### src/rtl/calc_op_sequencer.sv
// rtl/calc_op_sequencer.sv - steps simple_calc through enabled opcodes and stores each result
module calc_op_sequencer #(
  parameter int         SETTLE_CYCLES = 2,
  parameter logic [3:0] OP_MASK       = 4'b1111
) (
  input  logic       clk,
  input  logic       rst,
  input  logic       start,
  input  logic [3:0] SW_X,
  input  logic [3:0] SW_Y,
  input  logic [1:0] rd_sel,
  output logic [3:0] CALC_X,
  output logic [3:0] CALC_Y,
  output logic [1:0] CALC_op_sel,
  input  logic [7:0] CALC_result,
  input  logic       CALC_carry_out,
  input  logic       CALC_overflow,
  output logic [7:0] LED_output_result,
  output logic       LED_carry_out,
  output logic       LED_overflow,
  output logic [3:0] result_valid,
  output logic       busy,
  output logic       done
);

  typedef enum logic [1:0] {S_IDLE, S_DRIVE, S_CAPTURE, S_DONE} state_t;

  localparam logic [3:0] LAST_CNT = 4'(SETTLE_CYCLES - 1);

  function automatic logic [1:0] lowest_bit(input logic [3:0] m);
    if (m[0])      return 2'd0;
    else if (m[1]) return 2'd1;
    else if (m[2]) return 2'd2;
    else           return 2'd3;
  endfunction

  state_t          state_q, state_d;
  logic [3:0]      cnt_q, cnt_d;
  logic [3:0]      x_q, x_d, y_q, y_d;
  logic [1:0]      op_q, op_d;
  logic [3:0]      valid_q, valid_d;
  logic [3:0][9:0] ent_q, ent_d;
  logic [3:0]      above_mask;

  // Enabled opcodes strictly above the current one; 2<<3 wraps to 0 so op 3 has none.
  always_comb begin
    above_mask = OP_MASK & ~((4'd2 << op_q) - 4'd1);
  end

  always_ff @(posedge clk or posedge rst) begin
    if (rst) begin
      state_q <= S_IDLE;
      cnt_q   <= '0;
      x_q     <= '0;
      y_q     <= '0;
      op_q    <= '0;
      valid_q <= '0;
      ent_q   <= '0;
    end else begin
      state_q <= state_d;
      cnt_q   <= cnt_d;
      x_q     <= x_d;
      y_q     <= y_d;
      op_q    <= op_d;
      valid_q <= valid_d;
      ent_q   <= ent_d;
    end
  end

  always_comb begin
    state_d = state_q;
    cnt_d   = cnt_q;
    x_d     = x_q;
    y_d     = y_q;
    op_d    = op_q;
    valid_d = valid_q;
    ent_d   = ent_q;
    busy    = 1'b1;
    done    = 1'b0;
    case (state_q)
      S_IDLE: begin
        busy = 1'b0;
        if (start) begin
          x_d     = SW_X;
          y_d     = SW_Y;
          valid_d = '0;
          if (OP_MASK != 4'd0) begin
            op_d    = lowest_bit(OP_MASK);
            cnt_d   = '0;
            state_d = S_DRIVE;
          end else begin
            state_d = S_DONE;
          end
        end
      end
      S_DRIVE: begin
        cnt_d = cnt_q + 4'd1;
        if (cnt_q == LAST_CNT) state_d = S_CAPTURE;
      end
      S_CAPTURE: begin
        ent_d[op_q]   = {CALC_result, CALC_carry_out, CALC_overflow};
        valid_d[op_q] = 1'b1;
        if (above_mask != 4'd0) begin
          op_d    = lowest_bit(above_mask);
          cnt_d   = '0;
          state_d = S_DRIVE;
        end else begin
          state_d = S_DONE;
        end
      end
      S_DONE: begin
        done    = 1'b1;
        state_d = S_IDLE;
      end
      default: state_d = S_IDLE;
    endcase
  end

  assign CALC_X       = x_q;
  assign CALC_Y       = y_q;
  assign CALC_op_sel  = op_q;
  assign result_valid = valid_q;
  assign {LED_output_result, LED_carry_out, LED_overflow} = ent_q[rd_sel];

endmodule

### config.mk
export PLATFORM = sky130hd
export DESIGN_NAME = calc_op_sequencer
export DESIGN_NICKNAME = d
export VERILOG_FILES = /design/src/rtl/calc_op_sequencer.sv
export SDC_FILE = /design/constraint.sdc
export NUM_CORES = 1
export LEC_CHECK = 0
export ABC_CLOCK_PERIOD_IN_PS = 5200
export CORE_MARGIN = 10
export CORE_UTILIZATION = 35
export DETAILED_ROUTE_END_ITERATION = 10
export SLEW_MARGIN = 25
export SYNTH_ARGS = -nofsm -noshare
export SYNTH_HDL_FRONTEND = slang
export SYNTH_SLANG_ARGS = --single-unit
### constraint.sdc
create_clock -name clk -period 5.2 [get_ports clk]
set_input_delay 1.04 -clock clk [delete_from_list [all_inputs] [get_ports clk]]
set_output_delay 1.04 -clock clk [all_outputs]
set_load 0.02 [all_outputs]
# ---- After elaboration in Yosys (flattened, before gate mapping)
# Index checks and enable logic that the tools add are counted.
dict set report word_totals {
  regBits 60
  inputBits 23
  output_inout_bits 26
  elab_cells 58
}
dict set report op_classes {
  addsub 2
  magnitude_cmp 3
  eq_ne 7
  shifts 1
  muxes 23
  bitwise 2
  reduce_logical 10
}
# operator count
set op_table {}
lappend op_table {{bitwise mux 40 bit} 1}
lappend op_table {{binary-select mux 10 bit (select 2 bit)} 1}
lappend op_table {{demux 10 bit (select 2 bit)} 1}
lappend op_table {{two-way mux 10 bit} 2}
lappend op_table {{two-way mux 2 bit} 7}
lappend op_table {{case mux 4 bit (3 select lines)} 1}
lappend op_table {{two-way mux 4 bit} 2}
lappend op_table {{case mux 2 bit (4 select lines)} 1}
lappend op_table {{case mux 4 bit (2 select lines)} 1}
lappend op_table {{< comparator 2 x 3 -> 1 bit, second input constant} 2}
lappend op_table {{!= test 2 bit, second input constant} 3}
lappend op_table {{AND reduction 2 bit} 3}
lappend op_table {{AND reduction 3 bit} 2}
lappend op_table {{adder 4 x 1 -> 4 bit, second input constant} 1}
lappend op_table {{== test 2 bit, second input constant} 2}
lappend op_table {{== test 4 x 1 -> 1 bit, second input constant} 1}
lappend op_table {{two-way mux 1 bit} 4}
lappend op_table {{NOT 4 bit} 1}
lappend op_table {{OR 4 bit} 1}
lappend op_table {{case mux 2 bit (2 select lines)} 1}
lappend op_table {{nonzero test 4 bit} 1}
lappend op_table {{<< shifter 2 x 2 -> 4 bit, first input constant} 1}
lappend op_table {{subtractor 4 x 1 -> 4 bit, second input constant} 1}
lappend op_table {{nonzero test 3 bit} 1}
lappend op_table {{6 further kinds} 6}

# ---- Logic depth before layout (Yosys ltp)
dict set report depth {
  word_depth 8
  depth_mapped 4
  mapped_depth_nobuf 4
}

# ---- Worst setup path before layout
# Ideal clock, no wire load.
dict set report synth_timing {
  kind {in2out}
  from {in rd_sel[0]}
  to {out LED_carry_out}
  arrival_time_ns 1.875
  t_required_ns 4.160
  slack_ns 2.285
  stages 2
  n_path_buf 1
  path_cell_list {buf_2 -> mux4_2}
}
dict set report synth_via {
  elab_chain_len 2
}
# element line_no
set synth_rtl {}
lappend synth_rtl {{start: declaration} 11} ;# input logic [1:0] rd_sel,
lappend synth_rtl {{binary-select mux 10 bit (select 2 bit)} 123} ;# assign {LED_output_result, LED_carry_out, LED_overflow} = ent_q[rd_sel];
lappend synth_rtl {{two-way mux 10 bit (implied by the code)} 123}
lappend synth_rtl {{end: declaration} 19} ;# output logic LED_carry_out,
# Every way passes these cells. The select of a mux whose other input is x is not followed.

# ---- Worst setup path in the final report
dict set report layout_timing {
  from {in rd_sel[0]}
  to {out LED_output_result[1]}
}
dict set report layout_via {
  elab_chain_len 2
}
# element line_no
set layout_rtl {}
lappend layout_rtl {{binary-select mux 10 bit (select 2 bit)} 123}
lappend layout_rtl {{two-way mux 10 bit (implied by the code)} 123}
lappend layout_rtl {{end: declaration} 18} ;# output logic [7:0] LED_output_result,
# Every way passes these cells. The select of a mux whose other input is x is not followed.

==> summary.txt <==
Peak VDD IR: 0.000267 V
routed wire length: 5460 µm
commonest non-fill, non-tap cell in the layout: dfrtp_1
final setup TNS: 0 ns
Most used DFF post-synth: dfrtp_1
Synth area leader: dfrtp_1
die footprint: 0.0114 mm²
Final WS setup: 1.06 ns
Initial Util: 36.1%
Post-synth ARST share: 100%
cell area after layout: 0.00340 mm²
DP HPWL: 3680 µm
Final Setup Violations: 0
status: finished clean
first-pass GRT wire length: 9200 µm
fin crit share: 79.6%
Synth Register Bits: 60
Leak: 1.48 nW
htree depth: 3
# resized after CTS: 0
Post-CTS Hold Fix Bufs: 0
pre-CTS setup slack: 1.03 ns
Post-synth EDFFs: 0
Clock Path Buffers: 2
layout net count: 250
Area Overhead vs Synth: 29.1%
synth warn: 0
Placer Congestion: 0.703
Fin. Hold Viols: 0
smallest hold slack: 0.485 ns
FMAX: 242 MHz
largest net degree at the start of global routing: 39
top post-synthesis cells by area: dfrtp_1 (57%), mux2_2 (12%), mux4_2 (8.6%), mux2_1 (5.1%), mux2_4 (4.6%)
crit start category: input pin
Detailed Route Iter0 Violations: 39
post-synth cell types: 29
Die H: 107 µm
Slew headroom: 36.0%
Clock Skew: 0.0103 ns
Num CTS Buffers: 9
io pins: 49
slew at the pin closest to its max-slew limit: 0.956 ns
Root Driver: clkbuf_8
post-synthesis sequential area ratio: 57.0%
worst setup path category: input pin to output port
Skew-Pair Late Insertion Delay: 0.34 ns
Max FO, Critical Path: 10
commonest non-fill, non-tap cells in the layout: dfrtp_1 (60), clkdlybuf4s50_1 (48), mux2_2 (28), mux2_1 (12), nor2_1 (12)
Syn Std Cell Area: 0.00263 mm²
Post-Syn Nets: 197
worst min path class: flip-flop to flip-flop
initial antenna violation count: 0
n_diodes: 0
Crit path arrival time: 3.10 ns
min cycle time layout: 4.14 ns
vias in the first global route: 1697
Clk pin slew, worst setup/hold paths: 0.06 ns
Vias/cell: 4.86
num rows: 31
Detail Route Antenna Nets: 0
Setup crit end kind: output port
Setup Buffers After CTS: 0
core area: 0.00729 mm²
top-area cell type share of the netlist area: 57.0%
max-cap violations: 0
post-route DRC violation count: 0
Reg2Reg Setup Slack: 3.25 ns
Mean Syn Cell Area: 15.3 µm²
RSZ-0062 raised after global routing: false
# port buffers: 48
CTS sink cnt: 60
gr usage total: 10.3%
Syn Inst Count: 172
total gr overflow: 0
Final Max Tran Viols: 0
drt first pass iters: 4
pwr dens: 495 mW/mm²
fraction of layout instances using a drive strength above 1: 29.6%
CTS tree: done
routed wire length per instance: 16.6 µm
die width: 107 µm
Required @ worst endpoint: 4.16 ns
DR vias: 1598
Placement Cell Area: 0.00320 mm²
==> layout make-up <==
| type | instances | area [µm²] |
|---|---|---|
| clock inverter | 6 | 63.8 |
| sequential | 60 | 1500 |
| clock buffer | 10 | 138 |
| timing repair buffer | 50 | 495 |
| fill | 712 | 3890 |
| tap | 99 | 124 |
| multi-input combinational | 99 | 1060 |
| inverter | 5 | 18.8 |
==> final timing paths <==
path,from,to,depth (start not counted)
max in group asynchronous,rst,ent_q[38],3
setup / recovery,rd_sel[0],LED_output_result[1],3
min in group asynchronous,rst,ent_q[0],2
setup reg to reg,state_q[0],CALC_X[1],3
hold reg to reg,CALC_Y[1],CALC_Y[1],1
hold / removal,CALC_Y[1],CALC_Y[1],1
==> flip-flops by register name, indices dropped and copies added, names as in the netlist <==
name          count
CALC_Y            4
state_q           2
cnt_q             4
CALC_op_sel       2
result_valid      4
ent_q            40
CALC_X            4
==> metrics by stage <==
| step | total power [mW] | utilization [%] | cells |
|---|---|---|---|
| floorplan | 1.06 | - | 172 |
| global placement | 1.27 | 43.9 | 313 |
| detailed placement | 1.28 | 43.9 | 313 |
| CTS | 1.71 | 46.6 | 329 |
| global route | 1.80 | 46.6 | 329 |
| finish | 1.68 | 46.6 | 329 |
==> Yosys cell counts, types with 2 or more instances <==
cell type	number
inv_1	5
mux2_4	8
mux2_2	28
mux4_2	10
o2bb2ai_1	2
buf_2	4
nor3_1	2
a21oi_1	5
buf_4	3
and4bb_1	2
ha_1	2
mux2_1	12
nand2b_1	2
nand2_1	2
dfrtp_1	60
nor2_1	12
==> metal layers <==
metal / vias to the layer above / wire [µm] / track usage, % / share of wire (%)
met5: - / 0 / 0 / 0
met4: 0 / 69 / 3.77 / 1.3
met3: 6 / 372 / 5.21 / 6.8
met2: 37 / 2440 / 15.0 / 45
met1: 827 / 2570 / 12.9 / 47
li1: 728 / - / - / -
==> report_power, final <==
part | switching (mW) | internal [mW]
clock | 0.185 | 0.233
sequential | 0.0932 | 0.604
combinational | 0.242 | 0.326
==> cells by family (layout without fill, tap and decap cells) <==
group | count (synthesis) | after routing | synth area share [%]
buffers and inverters | 13 | 71 | 2.76
multiplexers | 58 | 58 | 30.2
AND/OR/NAND/NOR | 25 | 25 | 5.28
XOR/XNOR | 1 | 1 | 0.333
flip-flops | 60 | 60 | 57.0
AO/OA/AOI/OAI | 13 | 13 | 3.42
adder cells (fa/ha/maj) | 2 | 2 | 0.950
==> worst max-delay path, cell delays in order <==
cell and delay (ns):
clkdlybuf4s50_1 0.91, mux4_2 0.58, clkdlybuf4s50_1 0.56
Note: power is estimated with default switching activity, not from simulation.
